File: src/rtl/systolic_mac_array.sv
// Outer-product MAC array: accumulates a[i]*b[j] over `num` beats, then drains one result row per cycle.
// Optional SIGNED_MUL_EN: two's-complement operands with sign-extended products (default: unsigned).
module systolic_mac_array #(
   parameter int MULER_WIDTH  = 8,
   parameter int NUM_WIDTH    = 16,
   parameter int OUTPUT_WIDTH = 32,
   parameter int MULER_DELAY  = 1,
   parameter int ROW_SIZE     = 4,
   parameter int COLUMN_SIZE  = 4
) (
   input  logic                                         clk,
   input  logic                                         rst,
   input  logic                                         num_valid,
   input  logic [NUM_WIDTH-1:0]                         num,
   input  logic [ROW_SIZE-1:0][MULER_WIDTH-1:0]         data_a,
   input  logic [COLUMN_SIZE-1:0][MULER_WIDTH-1:0]      data_b,
   output logic [COLUMN_SIZE-1:0][OUTPUT_WIDTH-1:0]     result_r,
   output logic                                         result_valid,
   output logic [((ROW_SIZE > 1) ? $clog2(ROW_SIZE) : 1)-1:0] result_row,
   output logic                                         busy
);
   localparam int RW = (ROW_SIZE > 1) ? $clog2(ROW_SIZE) : 1;
   localparam int PW = 2 * MULER_WIDTH;

   typedef enum logic [1:0] {IDLE, ACCUM, FLUSH, DRAIN} state_t;
   typedef logic [ROW_SIZE-1:0][COLUMN_SIZE-1:0][PW-1:0]           prod_t;
   typedef logic [ROW_SIZE-1:0][COLUMN_SIZE-1:0][OUTPUT_WIDTH-1:0] acc_t;

   state_t                                   state_q, state_d;
   logic [NUM_WIDTH-1:0]                     cnt_q, cnt_d;
   logic [RW:0]                              row_cnt_q, row_cnt_d;
   prod_t [MULER_DELAY-1:0]                  pipe_q, pipe_d;
   logic [MULER_DELAY-1:0]                   pvld_q, pvld_d;
   acc_t                                     acc_q, acc_d;
   logic [COLUMN_SIZE-1:0][OUTPUT_WIDTH-1:0] result_r_q, result_r_d;
   logic                                     result_valid_q, result_valid_d;
   logic [RW-1:0]                            result_row_q, result_row_d;
   logic                                     busy_q, busy_d;
   prod_t                                    prod;

   // Extend operands to full product width; the low PW bits of the product are then correct either way.
   function automatic logic [PW-1:0] ext_op(input logic [MULER_WIDTH-1:0] x);
`ifdef SIGNED_MUL_EN
      return {{MULER_WIDTH{x[MULER_WIDTH-1]}}, x};
`else
      return {{MULER_WIDTH{1'b0}}, x};
`endif
   endfunction

   function automatic logic [OUTPUT_WIDTH-1:0] widen(input logic [PW-1:0] p);
`ifdef SIGNED_MUL_EN
      return OUTPUT_WIDTH'($signed(p));
`else
      return OUTPUT_WIDTH'(p);
`endif
   endfunction

   always_comb begin
      prod = '0;
      for (int i = 0; i < ROW_SIZE; i++)
         for (int j = 0; j < COLUMN_SIZE; j++)
            prod[i][j] = ext_op(data_a[i]) * ext_op(data_b[j]);
   end

   always_comb begin
      pipe_d    = pipe_q;
      pvld_d    = pvld_q;
      pipe_d[0] = prod;
      pvld_d[0] = (state_q == ACCUM);
      for (int k = 1; k < MULER_DELAY; k++) begin
         pipe_d[k] = pipe_q[k-1];
         pvld_d[k] = pvld_q[k-1];
      end
   end

   always_comb begin
      state_d        = state_q;
      cnt_d          = cnt_q;
      row_cnt_d      = row_cnt_q;
      acc_d          = acc_q;
      result_r_d     = result_r_q;
      result_valid_d = 1'b0;
      result_row_d   = result_row_q;

      if (pvld_q[MULER_DELAY-1]) begin
         for (int i = 0; i < ROW_SIZE; i++)
            for (int j = 0; j < COLUMN_SIZE; j++)
               acc_d[i][j] = acc_q[i][j] + widen(pipe_q[MULER_DELAY-1][i][j]);
      end

      case (state_q)
         IDLE: begin
            if (num_valid) begin
               cnt_d     = num;
               acc_d     = '0;
               row_cnt_d = '0;
               state_d   = (num == '0) ? DRAIN : ACCUM;
            end
         end
         ACCUM: begin
            cnt_d = cnt_q - NUM_WIDTH'(1);
            if (cnt_q == NUM_WIDTH'(1)) begin
               // Counter is reused to hold the products still in flight.
               cnt_d   = NUM_WIDTH'(MULER_DELAY - 1);
               state_d = FLUSH;
            end
         end
         FLUSH: begin
            if (cnt_q == '0) state_d = DRAIN;
            else             cnt_d   = cnt_q - NUM_WIDTH'(1);
         end
         DRAIN: begin
            if (row_cnt_q == (RW+1)'(ROW_SIZE)) begin
               state_d = IDLE;
            end else begin
               result_r_d     = acc_q[row_cnt_q[RW-1:0]];
               result_valid_d = 1'b1;
               result_row_d   = row_cnt_q[RW-1:0];
               row_cnt_d      = row_cnt_q + (RW+1)'(1);
            end
         end
         default: state_d = IDLE;
      endcase

      busy_d = (state_d != IDLE);
   end

   always_ff @(posedge clk or negedge rst) begin
      if (!rst) begin
         state_q        <= IDLE;
         cnt_q          <= '0;
         row_cnt_q      <= '0;
         pipe_q         <= '0;
         pvld_q         <= '0;
         acc_q          <= '0;
         result_r_q     <= '0;
         result_valid_q <= 1'b0;
         result_row_q   <= '0;
         busy_q         <= 1'b0;
      end else begin
         state_q        <= state_d;
         cnt_q          <= cnt_d;
         row_cnt_q      <= row_cnt_d;
         pipe_q         <= pipe_d;
         pvld_q         <= pvld_d;
         acc_q          <= acc_d;
         result_r_q     <= result_r_d;
         result_valid_q <= result_valid_d;
         result_row_q   <= result_row_d;
         busy_q         <= busy_d;
      end
   end

   assign result_r     = result_r_q;
   assign result_valid = result_valid_q;
   assign result_row   = result_row_q;
   assign busy         = busy_q;

endmodule

File: config.mk
export PLATFORM = sky130hd
export DESIGN_NAME = systolic_mac_array
export DESIGN_NICKNAME = d
export VERILOG_FILES = /design/src/rtl/systolic_mac_array.sv
export SDC_FILE = /design/constraint.sdc
export NUM_CORES = 2
export LEC_CHECK = 0
export ABC_CLOCK_PERIOD_IN_PS = 3000
export BUFFER_PORTS_ARGS = -buffer_cell sky130_fd_sc_hd__clkbuf_2
export CAP_MARGIN = 0
export CORE_AREA = 2 2 415 417
export DETAILED_ROUTE_END_ITERATION = 8
export DIE_AREA = 0 0 417 419
export GPL_TIMING_DRIVEN = 0
export PLACE_DENSITY = 0.68
export SYNTH_ARGS = -nofsm -noshare
export SYNTH_HDL_FRONTEND = slang
export SYNTH_SLANG_ARGS = --single-unit
File: constraint.sdc
create_clock -name clk -period 3 [get_ports clk]
set_clock_uncertainty 0.2 [all_clocks]
set_input_delay 0.6 -clock clk [delete_from_list [all_inputs] [get_ports clk]]
set_output_delay 0.6 -clock clk [all_outputs]
set_load 0.1 [all_outputs]
Yosys cells after proc, flatten, opt, wreduce, memory -nomap -nowiden
Cells that the tools add are included.
{"block": "word_totals", "register_bits": 922, "wordCells": 116, "in_bits": 83, "output_inout_bits": 132}
{"block": "op_classes", "n_mul": 16, "n_reduce_logical": 9, "magnitude_cmp": 1, "n_addsub": 18, "n_bitwise": 1, "eq_ne": 8, "muxes": 20}
{"cell": "2-to-1 mux 512 bit", "n": 3}
{"cell": "adder 32 x 16 -> 32 bit", "n": 16}
{"cell": "binary-select mux 128 bit (select 2 bit)", "n": 1}
{"cell": "multiplier 8 x 8 -> 16 bit", "n": 16}
{"cell": "2-to-1 mux 128 bit", "n": 1}
{"cell": "2-to-1 mux 16 bit", "n": 3}
{"cell": "one-hot mux 16 bit (3 select lines)", "n": 1}
{"cell": "zero test 16 bit", "n": 2}
{"cell": "equality test 16 x 1 -> 1 bit, second input constant", "n": 1}
{"cell": "subtractor 16 x 1 -> 16 bit, second input constant", "n": 1}
{"cell": "2-to-1 mux 2 bit", "n": 5}
{"cell": "one-hot mux 2 bit (4 select lines)", "n": 1}
{"cell": "2-to-1 mux 3 bit", "n": 2}
{"cell": "!= test 2 bit, second input constant", "n": 3}
{"cell": "one-hot mux 3 bit (2 select lines)", "n": 1}
{"cell": "AND reduction 3 bit", "n": 2}
{"cell": "equality test 2 bit, second input constant", "n": 2}
{"cell": "nonzero test 2 bit", "n": 2}
{"cell": "adder 3 x 1 -> 3 bit, second input constant", "n": 1}
{"cell": "equality test 3 bit, second input constant", "n": 1}
{"cell": "< comparator 2 x 3 -> 1 bit, second input constant", "n": 1}
{"cell": "nonzero test 3 bit", "n": 1}
{"cell": "equality test 2 x 1 -> 1 bit, second input constant", "n": 1}
{"cell": "zero test 2 bit", "n": 1}
{"cell": "3 further kinds", "n": 4}

Depth between registers and ports, before layout
{"block": "logic_depth", "ltp_word": 5, "mapped_depth": 18, "depth_no_buf": 17}

Least setup slack after synthesis
OpenSTA, ideal clock, no wires.
{"block": "synth_timing", "path_type": "input-to-reg", "from": "in data_a[21] (netlist bit)", "to": "reg pipe_q[175] (netlist bit)", "path_stages": 17, "setup_ns": 0.125, "setup_slack_ns": -2.037, "arrival_ns": 4.712, "cell_sequence": "clkbuf_1 -> nand2_1 -> fa_1 -> fa_1 -> inv_1 -> fa_1 -> inv_1 -> fa_1 -> inv_1 -> ha_1 -> o21a_1 -> o31a_1 -> o211ai_1 -> a21oi_1 -> a2111oi_0 -> a21oi_1 -> xnor2_1"}
{"element": "start, declared", "line_no": "15", "text": "input logic [ROW_SIZE-1:0][MULER_WIDTH-1:0] data_a,"}
{"element": "end signal, assigned", "line_no": "144", "text": "pipe_q <= pipe_d;"}
{"element": "end, declared", "line_no": "32", "text": "prod_t [MULER_DELAY-1:0] pipe_q, pipe_d;"}

==> impl_metrics.py <==
metrics = {
    "grt": {
        "gr-usage-met2_pct": 53.3,
        "track_usage_pct": 36.5,
        "antenna_found_initial": 30,
        "grt_overflow": 0,
        "grt_pass1_vias": 71600,
        "grt.busiest_layer": "met2",
        "grt.met1_usage_pct": 48.6,
        "use_met3_pct": 7.95,
        "grt_max_degree": 113,
        "grt_pass1_wl_um": 469000,
    },
    "critical_path": {
        "crit_type": "input pin to flop",
        "reg2reg_from": "pvld_q$_DFF_PN0_",
        "critPathRequiredTime_ns": 3.43,
        "cp-startpoint": "data_a[3]",
        "worstReg2RegEnd": "acc_q[494]$_DFF_PN0_",
        "ff2ff_setup_slack_ns": -0.10,
        "critical_path.startpoint_type": "input pin",
        "crit_fanout": 4,
        "crit_path_end_kind": "flop",
        "worstRegToRegCells": 7,
        "cp_data_arrival_time_ns": 4.90,
        "endpoint": "pipe_q[46]$_DFF_PN0_",
    },
    "synth": {
        "syn_area_per_cell_um2": 9.32,
        "synth_commonest_cells": "nand2_1, dfrtp_1, inv_1",
        "yosysWarnings": 0,
        "synth_area_leader_cell": "dfrtp_1",
        "syn_area_mm2": 0.0845,
        "synth_nets": 10600,
        "yosysMostFrequentCell": "nand2_1",
        "synthArstFlopShare_pct": 100,
        "synth_top_area_share_pct": 27.3,
        "yosys-top-cells-area": "dfrtp_1, fa_1, ha_1, and2_1, nand2_1",
        "ys.flop_type": "dfrtp_1",
        "synth_edf_count": 0,
        "synth.distinct_cells": 101,
        "ys_seq_elements": 922,
        "seq_area_frac_synth_pct": 27.3,
        "synthCells": 9062,
    },
    "cts": {
        "clk_latency_ns": 0.76,
        "cts_tree": "built",
        "cts_buffers": 109,
        "clkSlewWorstSetupHoldPaths_ns": 0.06,
        "cts.sinks": 922,
        "clockBufferDepth": 3,
        "cts-root-buf": "clkbuf_16",
        "h-tree-depth": 3,
    },
    "timing": {
        "timing.slew.headroom_pct": 8.43,
        "fmax_mhz": 224,
        "hold_viol": 0,
        "period_needed_ns": 4.47,
        "fin_crit_sh_pct": 149,
        "tightest_slew_ns": 1.37,
        "setup-violations-final": 486,
        "rsz0062_at_grt": "yes",
        "fin_ws_ns": -1.47,
        "slew_viol_final": 0,
    },
    "drt": {
        "route.detailed.drc": 0,
        "wl_per_cell_um": 26.7,
        "drt.antenna.violating_nets": 0,
        "first_iter_violations": 7542,
        "avgViaCountPerCell": 6.02,
        "routed_wl_um": 324000,
        "dr.pass1.iters": 6,
        "vias": 73000,
    },
    "placed_design": {
        "hpwl_um": 244000,
        "place.gp.congestion": 1.01,
        "portBuffers": 213,
        "place_inst": 11500,
    },
    "power_and_ir_drop": {
        "finalPower_mw": 99.1,
        "powerDensity_mw_per_mm2": 946,
        "max-vdd-ir-drop_mv": 0.772,
        "power_leakage_nw": 50.3,
    },
    "run_status": {
        "violations": "negative setup slack",
        "status": "complete, but fails checks",
    },
    "die": {
        "rows": 152,
        "fp.dieH_um": 419,
        "die_w_um": 417,
        "core_region_area_mm2": 0.171,
        "pin_count": 215,
        "start_util_pct": 49.5,
        "die_area_mm2": 0.175,
    },
    "job": {
        "maxCapViolations": 0,
    },
    "min_path": {
        "hold_class": "input pin to flop",
    },
    "finish": {
        "syn_to_final_growth_pct": 23.9,
        "drive_above_1_share_pct": 21.7,
        "nNetsFinal": 11300,
        "final_cells": 12100,
    },
}
## kinds of logic (layout without fill, tap and decap cells)
| family | Yosys count | count (layout) | synth area share (%) |
|---|---|---|---|
| compound gates | 1524 | 1524 | 11.7 |
| xor+xnor | 437 | 437 | 4.53 |
| fa+ha+maj | 1433 | 1433 | 26.5 |
| buf+inv | 1341 | 2144 | 6.02 |
| flops | 922 | 922 | 27.3 |
| mux | 296 | 296 | 5.40 |
| other cells | 0 | 17 | 0 |
| simple gates | 3109 | 3109 | 18.5 |
## where the power goes
| part | internal, mW | switching [mW] |
|---|---|---|
| Combinational | 25.2 | 38.5 |
| Clock | 8.52 | 6.05 |
| Sequential | 16.1 | 4.63 |
| Total | 49.8 | 49.2 |
## metal layers
layer / wire (um) / vias to the layer above
li1: - / 32100
met1: 130000 / 36500
met2: 137000 / 3445
met3: 30600 / 945
met4: 25900 / 6
met5: 34 / -
## final cells by class
class	instances	area, um2
Antenna cell	17	42.5
Buffer	414	4250
Clock buffer	149	3120
Clock inverter	56	754
Fill cell	14100	65900
Inverter	913	3440
Multi-Input combinational cell	6799	61400
Sequential cell	922	23100
Tap cell	2233	2790
Timing Repair Buffer	612	5810
## critical path: stages
cell,delay (ns)
clkbuf_16,0.14
clkbuf_16,0.15
and2_4,0.16
fa_2,0.39
fa_1,0.48
inv_1,0.05
fa_1,0.44
fa_1,0.51
inv_2,0.05
ha_4,0.22
and2_4,0.15
a311o_1,0.29
a21oi_2,0.20
o21bai_2,0.10
a41o_1,0.23
o41a_1,0.40
xor2_4,0.34
## sequential cells by signal (all words and copies together), names as in the netlist
name	count
acc_q	512
pipe_q	256
result_r	128
cnt_q	16
row_cnt_q	3
result_row	2
state_q	2
busy	1
pvld_q	1
result_valid	1
## through the flow
| stage | setup TNS, ns | util, % | area (um2) | hold WS (ns) | setup WS (ns) |
|---|---|---|---|---|---|
| after floorplan | -175.79 | - | 87100 | 0.104 | -1.63 |
| after global placement | - | 53.3 | 90900 | 0.259 | -22.23 |
| after detailed placement | -1219.19 | 53.5 | 91300 | 0.263 | -3.27 |
| after CTS | -261.26 | 59.8 | 102000 | 0.00535 | -1.36 |
| after global routing | -401.01 | 61.3 | 105000 | 0.0678 | -1.58 |
| final | -255.81 | 61.4 | 105000 | 0.0362 | -1.47 |
## layout by cell type, fill, tap and decap left out, drive strengths merged, types with 167 or more instances in the layout
| cell | netlist | routed |
|---|---|---|
| nor2 | 536 | 536 |
| nand2 | 935 | 935 |
| buf | 60 | 464 |
| dfrtp | 922 | 922 |
| ha | 841 | 841 |
| mux2i | 167 | 167 |
| a21oi | 473 | 473 |
| o21ai | 306 | 306 |
| clkbuf | 368 | 694 |
| and2 | 880 | 880 |
| xnor2 | 289 | 289 |
| inv | 913 | 919 |
| fa | 592 | 592 |
## worst min path at each step
stage                                   from                       end  slack [ns]  depth (start not counted)
floorplan                                rst        acc_q[0]$_DFF_PN0_        0.10                          0
detailed placement  result_r[57]$_DFFE_PN0P_  result_r[57]$_DFFE_PN0P_        0.26                          2
finish                             num_valid  row_cnt_q[2]$_DFFE_PN0P_        0.04                          2
global placement    result_r[25]$_DFFE_PN0P_  result_r[25]$_DFFE_PN0P_        0.26                          2
CTS                                  num[11]     cnt_q[11]$_DFFE_PN0P_       0.005                          3
global route                          num[4]      cnt_q[4]$_DFFE_PN0P_        0.07                          3
## timing repair
item,in CTS,in global routing
gates cloned,3,2
hold buffers,17,1
buffers inserted,299,99
endpoints found under the setup margin,834,1054
endpoints found under the hold margin,331,250
pin swaps,286,280
gates resized for setup,936,548
Note: power is estimated with default switching activity, not from simulation.
